===== src/rtl/dmux_lane_if.sv =====
// Handshake and DMUXS-facing bundle for dmux_lane_sequencer.
// slave = sequencer side, master = word source / DMUXS capture side.
interface dmux_lane_if #(
    parameter int unsigned N    = 98,
    parameter int unsigned CNTW = 16
) ();
    logic [N-1:0]    in_data;
    logic            in_valid;
    logic            in_sof;
    logic            in_ready;
    logic            out_ready;
    logic [N-1:0]    dm_in;
    logic            dm_s1;
    logic            dm_s2;
    logic            out_valid;
    logic [3:0]      out_we;
    logic            frame_done;
    logic [CNTW-1:0] frame_cnt;

    modport slave (
        input  in_data, in_valid, in_sof, out_ready,
        output in_ready, dm_in, dm_s1, dm_s2, out_valid, out_we, frame_done, frame_cnt
    );

    modport master (
        output in_data, in_valid, in_sof, out_ready,
        input  in_ready, dm_in, dm_s1, dm_s2, out_valid, out_we, frame_done, frame_cnt
    );
endinterface


===== src/rtl/dmux_lane_sequencer.sv =====
// Round-robin lane sequencer feeding a DMUXS 1-to-4 demux, one registered word slot.
// Optional sticky framing-error flag sof_err when DMUX_SOF_ERR_EN is defined.
module dmux_lane_sequencer #(
    parameter int unsigned N    = 98,
    parameter int unsigned CNTW = 16
) (
    input  logic      clk,
    input  logic      rst_n,
    dmux_lane_if.slave bus
`ifdef DMUX_SOF_ERR_EN
    ,
    output logic      sof_err
`endif
);
    localparam int unsigned LW = 2;

    typedef enum logic [LW-1:0] {
        LANE_A = 2'd0,
        LANE_B = 2'd1,
        LANE_C = 2'd2,
        LANE_D = 2'd3
    } lane_e;

    lane_e           lane_q;
    lane_e           lane_d;
    lane_e           word_lane;

    logic [N-1:0]    data_q;
    logic [LW-1:0]   sel_q;
    logic            valid_q;
    logic [CNTW-1:0] cnt_q;

    logic            in_ready_c;
    logic            accept_c;
    logic            out_hs_c;
    logic            frame_done_c;

    // Single output slot: free when empty or when its word leaves this cycle.
    assign in_ready_c   = !valid_q || bus.out_ready;
    assign accept_c     = bus.in_valid && in_ready_c;
    assign out_hs_c     = valid_q && bus.out_ready;
    assign frame_done_c = out_hs_c && (sel_q == LW'(LANE_D));

    // Lane state register: lane the next accepted word will take.
    always_ff @(posedge clk or negedge rst_n) begin
        if (!rst_n) begin
            lane_q <= LANE_A;
        end else begin
            lane_q <= lane_d;
        end
    end

    // Next-lane logic; in_sof restarts the frame at lane A.
    always_comb begin
        lane_d    = lane_q;
        word_lane = lane_q;
        if (bus.in_sof) begin
            word_lane = LANE_A;
        end
        if (accept_c) begin
            lane_d = lane_e'(LW'(word_lane) + LW'(1));
        end
    end

    // Output word slot towards DMUXS; selects persist between transfers.
    always_ff @(posedge clk or negedge rst_n) begin
        if (!rst_n) begin
            data_q  <= '0;
            sel_q   <= '0;
            valid_q <= 1'b0;
        end else if (accept_c) begin
            data_q  <= bus.in_data;
            sel_q   <= LW'(word_lane);
            valid_q <= 1'b1;
        end else if (out_hs_c) begin
            valid_q <= 1'b0;
        end
    end

    // Completed-frame counter, wraps naturally at 2^CNTW.
    always_ff @(posedge clk or negedge rst_n) begin
        if (!rst_n) begin
            cnt_q <= '0;
        end else if (frame_done_c) begin
            cnt_q <= cnt_q + CNTW'(1);
        end
    end

`ifdef DMUX_SOF_ERR_EN
    logic wrapped_q;

    // wrapped_q marks lane A reached by finishing a frame (not by reset).
    always_ff @(posedge clk or negedge rst_n) begin
        if (!rst_n) begin
            wrapped_q <= 1'b0;
            sof_err   <= 1'b0;
        end else if (accept_c) begin
            wrapped_q <= (word_lane == LANE_D);
            if (bus.in_sof && (lane_q != LANE_A)) begin
                sof_err <= 1'b1;
            end
            if (!bus.in_sof && (lane_q == LANE_A) && wrapped_q) begin
                sof_err <= 1'b1;
            end
        end
    end
`endif

    assign bus.in_ready   = in_ready_c;
    assign bus.dm_in      = data_q;
    assign bus.dm_s1      = sel_q[0];
    assign bus.dm_s2      = sel_q[1];
    assign bus.out_valid  = valid_q;
    assign bus.out_we     = {4{out_hs_c}} & (4'b0001 << sel_q);
    assign bus.frame_done = frame_done_c;
    assign bus.frame_cnt  = cnt_q;

endmodule


===== src/flat_wrapper.sv =====
// flat-port wrapper written by rule: the top's interface ports become plain ports
module dmux_lane_sequencer_flat 
#(
    parameter int unsigned N    = 98,
    parameter int unsigned CNTW = 16
)
  (clk, rst_n, bus_in_data, bus_in_valid, bus_in_sof, bus_out_ready, bus_in_ready, bus_dm_in, bus_dm_s1, bus_dm_s2, bus_out_valid, bus_out_we, bus_frame_done, bus_frame_cnt);
  dmux_lane_if #(.N(N), .CNTW(CNTW)) bus_i ();
  input  logic clk;
  input  logic rst_n;
  input wire logic [$bits(bus_i.in_data)-1:0] bus_in_data;
  input wire logic [$bits(bus_i.in_valid)-1:0] bus_in_valid;
  input wire logic [$bits(bus_i.in_sof)-1:0] bus_in_sof;
  input wire logic [$bits(bus_i.out_ready)-1:0] bus_out_ready;
  output wire logic [$bits(bus_i.in_ready)-1:0] bus_in_ready;
  output wire logic [$bits(bus_i.dm_in)-1:0] bus_dm_in;
  output wire logic [$bits(bus_i.dm_s1)-1:0] bus_dm_s1;
  output wire logic [$bits(bus_i.dm_s2)-1:0] bus_dm_s2;
  output wire logic [$bits(bus_i.out_valid)-1:0] bus_out_valid;
  output wire logic [$bits(bus_i.out_we)-1:0] bus_out_we;
  output wire logic [$bits(bus_i.frame_done)-1:0] bus_frame_done;
  output wire logic [$bits(bus_i.frame_cnt)-1:0] bus_frame_cnt;
  assign bus_i.in_data = bus_in_data;
  assign bus_i.in_valid = bus_in_valid;
  assign bus_i.in_sof = bus_in_sof;
  assign bus_i.out_ready = bus_out_ready;
  assign bus_in_ready = bus_i.in_ready;
  assign bus_dm_in = bus_i.dm_in;
  assign bus_dm_s1 = bus_i.dm_s1;
  assign bus_dm_s2 = bus_i.dm_s2;
  assign bus_out_valid = bus_i.out_valid;
  assign bus_out_we = bus_i.out_we;
  assign bus_frame_done = bus_i.frame_done;
  assign bus_frame_cnt = bus_i.frame_cnt;
  dmux_lane_sequencer #(.N(N), .CNTW(CNTW)) u_core (.clk(clk), .rst_n(rst_n), .bus(bus_i));
endmodule

===== config.mk =====
export PLATFORM = sky130hd
export DESIGN_NAME = dmux_lane_sequencer_flat
export DESIGN_NICKNAME = d
export VERILOG_FILES = /design/src/rtl/dmux_lane_if.sv /design/src/rtl/dmux_lane_sequencer.sv /design/src/flat_wrapper.sv
export SDC_FILE = /design/constraint.sdc
export NUM_CORES = 1
export LEC_CHECK = 0
export CORE_MARGIN = 2
export CORE_UTILIZATION = 37
export DETAILED_ROUTE_END_ITERATION = 10
export GPL_TIMING_DRIVEN = 0
export PLACE_DENSITY = 0.77
export SLEW_MARGIN = 5
export SYNTH_ARGS = -nofsm -noshare
export SYNTH_HDL_FRONTEND = slang
export SYNTH_SLANG_ARGS = --single-unit

===== constraint.sdc =====
create_clock -name clk -period 1.3 [get_ports clk]
set_clock_uncertainty 0.15 [all_clocks]
set_input_delay 0.325 -clock clk [delete_from_list [all_inputs] [get_ports clk]]
set_output_delay 0.325 -clock clk [all_outputs]
set_load 0.05 [all_outputs]

==> impl_metrics.ini <==
[sta]
tightest_slew_ns = 0.545
finalCriticalPeriod_ns = 1.88
finalSetupViolCount = 241
slew_viol_final = 0
hold_viol = 56
hold_ws_ns = -0.263
setup_slack_ns = -0.578
slew_headroom = 0.637
setup-tns-final_ns = -55.31
period_share = 1.44
rsz0062_at_grt = yes
max_clock_freq_mhz = 532

[placed_design]
post-place-ws_ns = -1.30
gp_congestion = 0.784
dp_cells = 900
hpwl_microns = 9320
io_buffers = 225

[power_and_ir_drop]
totalPowerFinal_w = 0.0145
max-vdd-ir-drop_uv = 1090
power_density_mw_per_mm2 = 1420
leakagePower_nw = 5.14

[die]
die_h_microns = 116
die_x_microns = 116
initial_core_util = 0.374
fp.coreArea_sq_mm = 0.0125
ios = 226
die_area_sq_mm = 0.0135
rows = 41

[yosys]
ys_types = 28
yosys_warnings = 0
syn-cell-area_sq_mm = 0.00466
ys_seq_elements = 119
syn-num-nets = 606
syn_area_per_cell_sq_um = 9.29
syn_inst = 502
ys_seq_area_frac = 0.639

[global_route]
grt_usage = 0.211
grt_first_pass_wirelength_microns = 22000
overflow = 0
grt_pass1_vias = 4501
antenna_found_initial = 0
grt_max_degree = 64

[critical_path]
reg2reg_from = u_core.bus.out_valid
arrival_ns = 1.40
worstPathRequired_ns = 0.82
crit_path_cell_trace = nand4_4 > clkinv_8 > buf_8 > buf_8
crit_top_cell = buf_8
cpPeakStageDelay_ns = 0.52
cp_max_fo = 5
worstSetupEndpointType = output pin
critPathSlowestCell = dfrtp_4
criticalPathCategory = flip-flop to output pin
cp-start-kind = flip-flop
critPathLaunch = u_core.sel_q[0]

[drt]
drt_iter0_markers = 236
drt-wirelength-per-cell_microns = 16.9
vias = 4852
ant_nets = 0
drt_wl_total_microns = 17600
vias_per_cell = 4.67
drc = 0
dr.pass1.iters = 4

[final_layout]
multi_input_area_sq_mm = 0.00231
antenna_cells = 0
final_cell_mix = nand2_1, nand2_2, buf_6
nNetsFinal = 959
drive_gt1_frac = 0.569
fillerInstances = 656
areaGrowthSynthToFinish_pct = 118
mostFrequentLayoutCell = nand2_1
final-seq-area_sq_mm = 0.00300
fin_cells = 1040

[hold_path]
holdCritPathClass = input port to asynchronous set/reset pin

[clock_tree]
htreeDepth = 4
clock_path_buffers = 2
numClockSinks = 119
cts-root-buf = clkbuf_16
worstSkewPairLatency_ns = 0.40
cts.clk_slew.worst_paths_ns = 0.05
cts_tree = yes
cts_buffers = 17

[status]
violations = negative hold slack, negative setup slack
outcome = finished with violations

[job]
max_cap_violations = 0
-- metrics by stage --
step	area, sq um	util
2_1_floorplan	4930	-
3_3_place_gp	7390	0.593
6_report	10200	0.816
4_1_cts	8870	0.712
5_1_grt	10200	0.816
3_5_place_dp	7420	0.595
-- cell families (layout without fill, tap and decap cells) --
family                     count (synthesis)  in the layout  share of synthesized area
and+or+nand+nor                          336            336                      0.296
DFF                                      119            119                      0.639
buffers and inverters                     26            392                     0.0274
xor gates and xnor gates                  15             15                     0.0282
AOI/OAI and AO/OA                          4              4                    0.00483
adders and majority gates                  1              1                    0.00268
muxes                                      1              1                    0.00241
-- cell usage after synthesis (all sizes together) --
library cell  number  area (sq um)
xnor2              9          78.8
a21oi              1          5.00
o21ai              2          10.0
nand2b             3          18.8
nor2b              2          12.5
nand2            305          1140
and2               1          6.26
inv                2          7.51
or2                2          15.0
buf               21           108
nor4               2          42.5
nor3               3          15.0
ha                 1          12.5
o21a               1          7.51
nor3b              2          15.0
clkinv             1          5.00
nand4              5          46.3
mux2               1          11.3
nand3              5          37.5
dfrtp            119          2980
nor2               5          18.8
clkbuf             2          7.51
xor2               6          52.6
nand3b             1          7.51
-- worst paths after layout --
kind,to,slack [ns],cells past startpoint
worst max-delay path,bus_out_we[3],-0.58,4
worst min-delay path,u_core.bus.frame_cnt[11],-0.26,1
worst max register to register,u_core.bus.frame_cnt[13],-0.47,6
max in group asynchronous,u_core.bus.dm_in[48],0.56,2
min in group clk,u_core.bus.dm_in[65],0.31,3
worst min register to register,u_core.bus.dm_in[1],0.34,2
-- layout make-up --
cell class | count | area share
clock inverters | 9 | 0.0120
multi-input cells | 357 | 0.227
clock buffers | 23 | 0.0470
plain buffers | 22 | 0.0334
repair buffers | 335 | 0.361
well taps | 172 | 0.0211
inverters | 3 | 0.00234
flip-flops and latches | 119 | 0.295
-- critical path: cells and delay by family (launching register included) --
family	cells	cell delay (ns)
buffers and inverters	3	0.32
flip-flops	1	0.52
AND/OR/NAND/NOR	1	0.16
-- flip-flops by register name, summed over array words and instances (netlist names) --
| name | cells |
|---|---|
| u_core.bus.dm_in | 98 |
| u_core.bus.out_valid | 1 |
| u_core.bus.frame_cnt | 16 |
| u_core.lane_q | 2 |
| u_core.sel_q | 2 |
-- layer usage --
metal | vias to the layer above | global-route usage | routed length, microns
met3 | 26 | 0.0690 | 1110
met4 | 0 | 0.0817 | 257
met1 | 2410 | 0.247 | 6500
met2 | 160 | 0.362 | 9750
met5 | - | 0 | 0
li1 | 2256 | - | -
-- where the power goes --
part / internal (W) / switching [W]
Sequential: 0.00418 / 0.000455
Combinational: 0.00222 / 0.00285
Clock: 0.00315 / 0.00163
-- repair_timing --
item | CTS | global route
gates cloned | 9 | 10
hold endpoints to repair | 56 | 56
setup buffers | 40 | 56
gates resized for setup | 915 | 226
endpoints found under the setup margin | 240 | 240
pin swaps | 16 | 151
(Power assumes the default switching activity.)
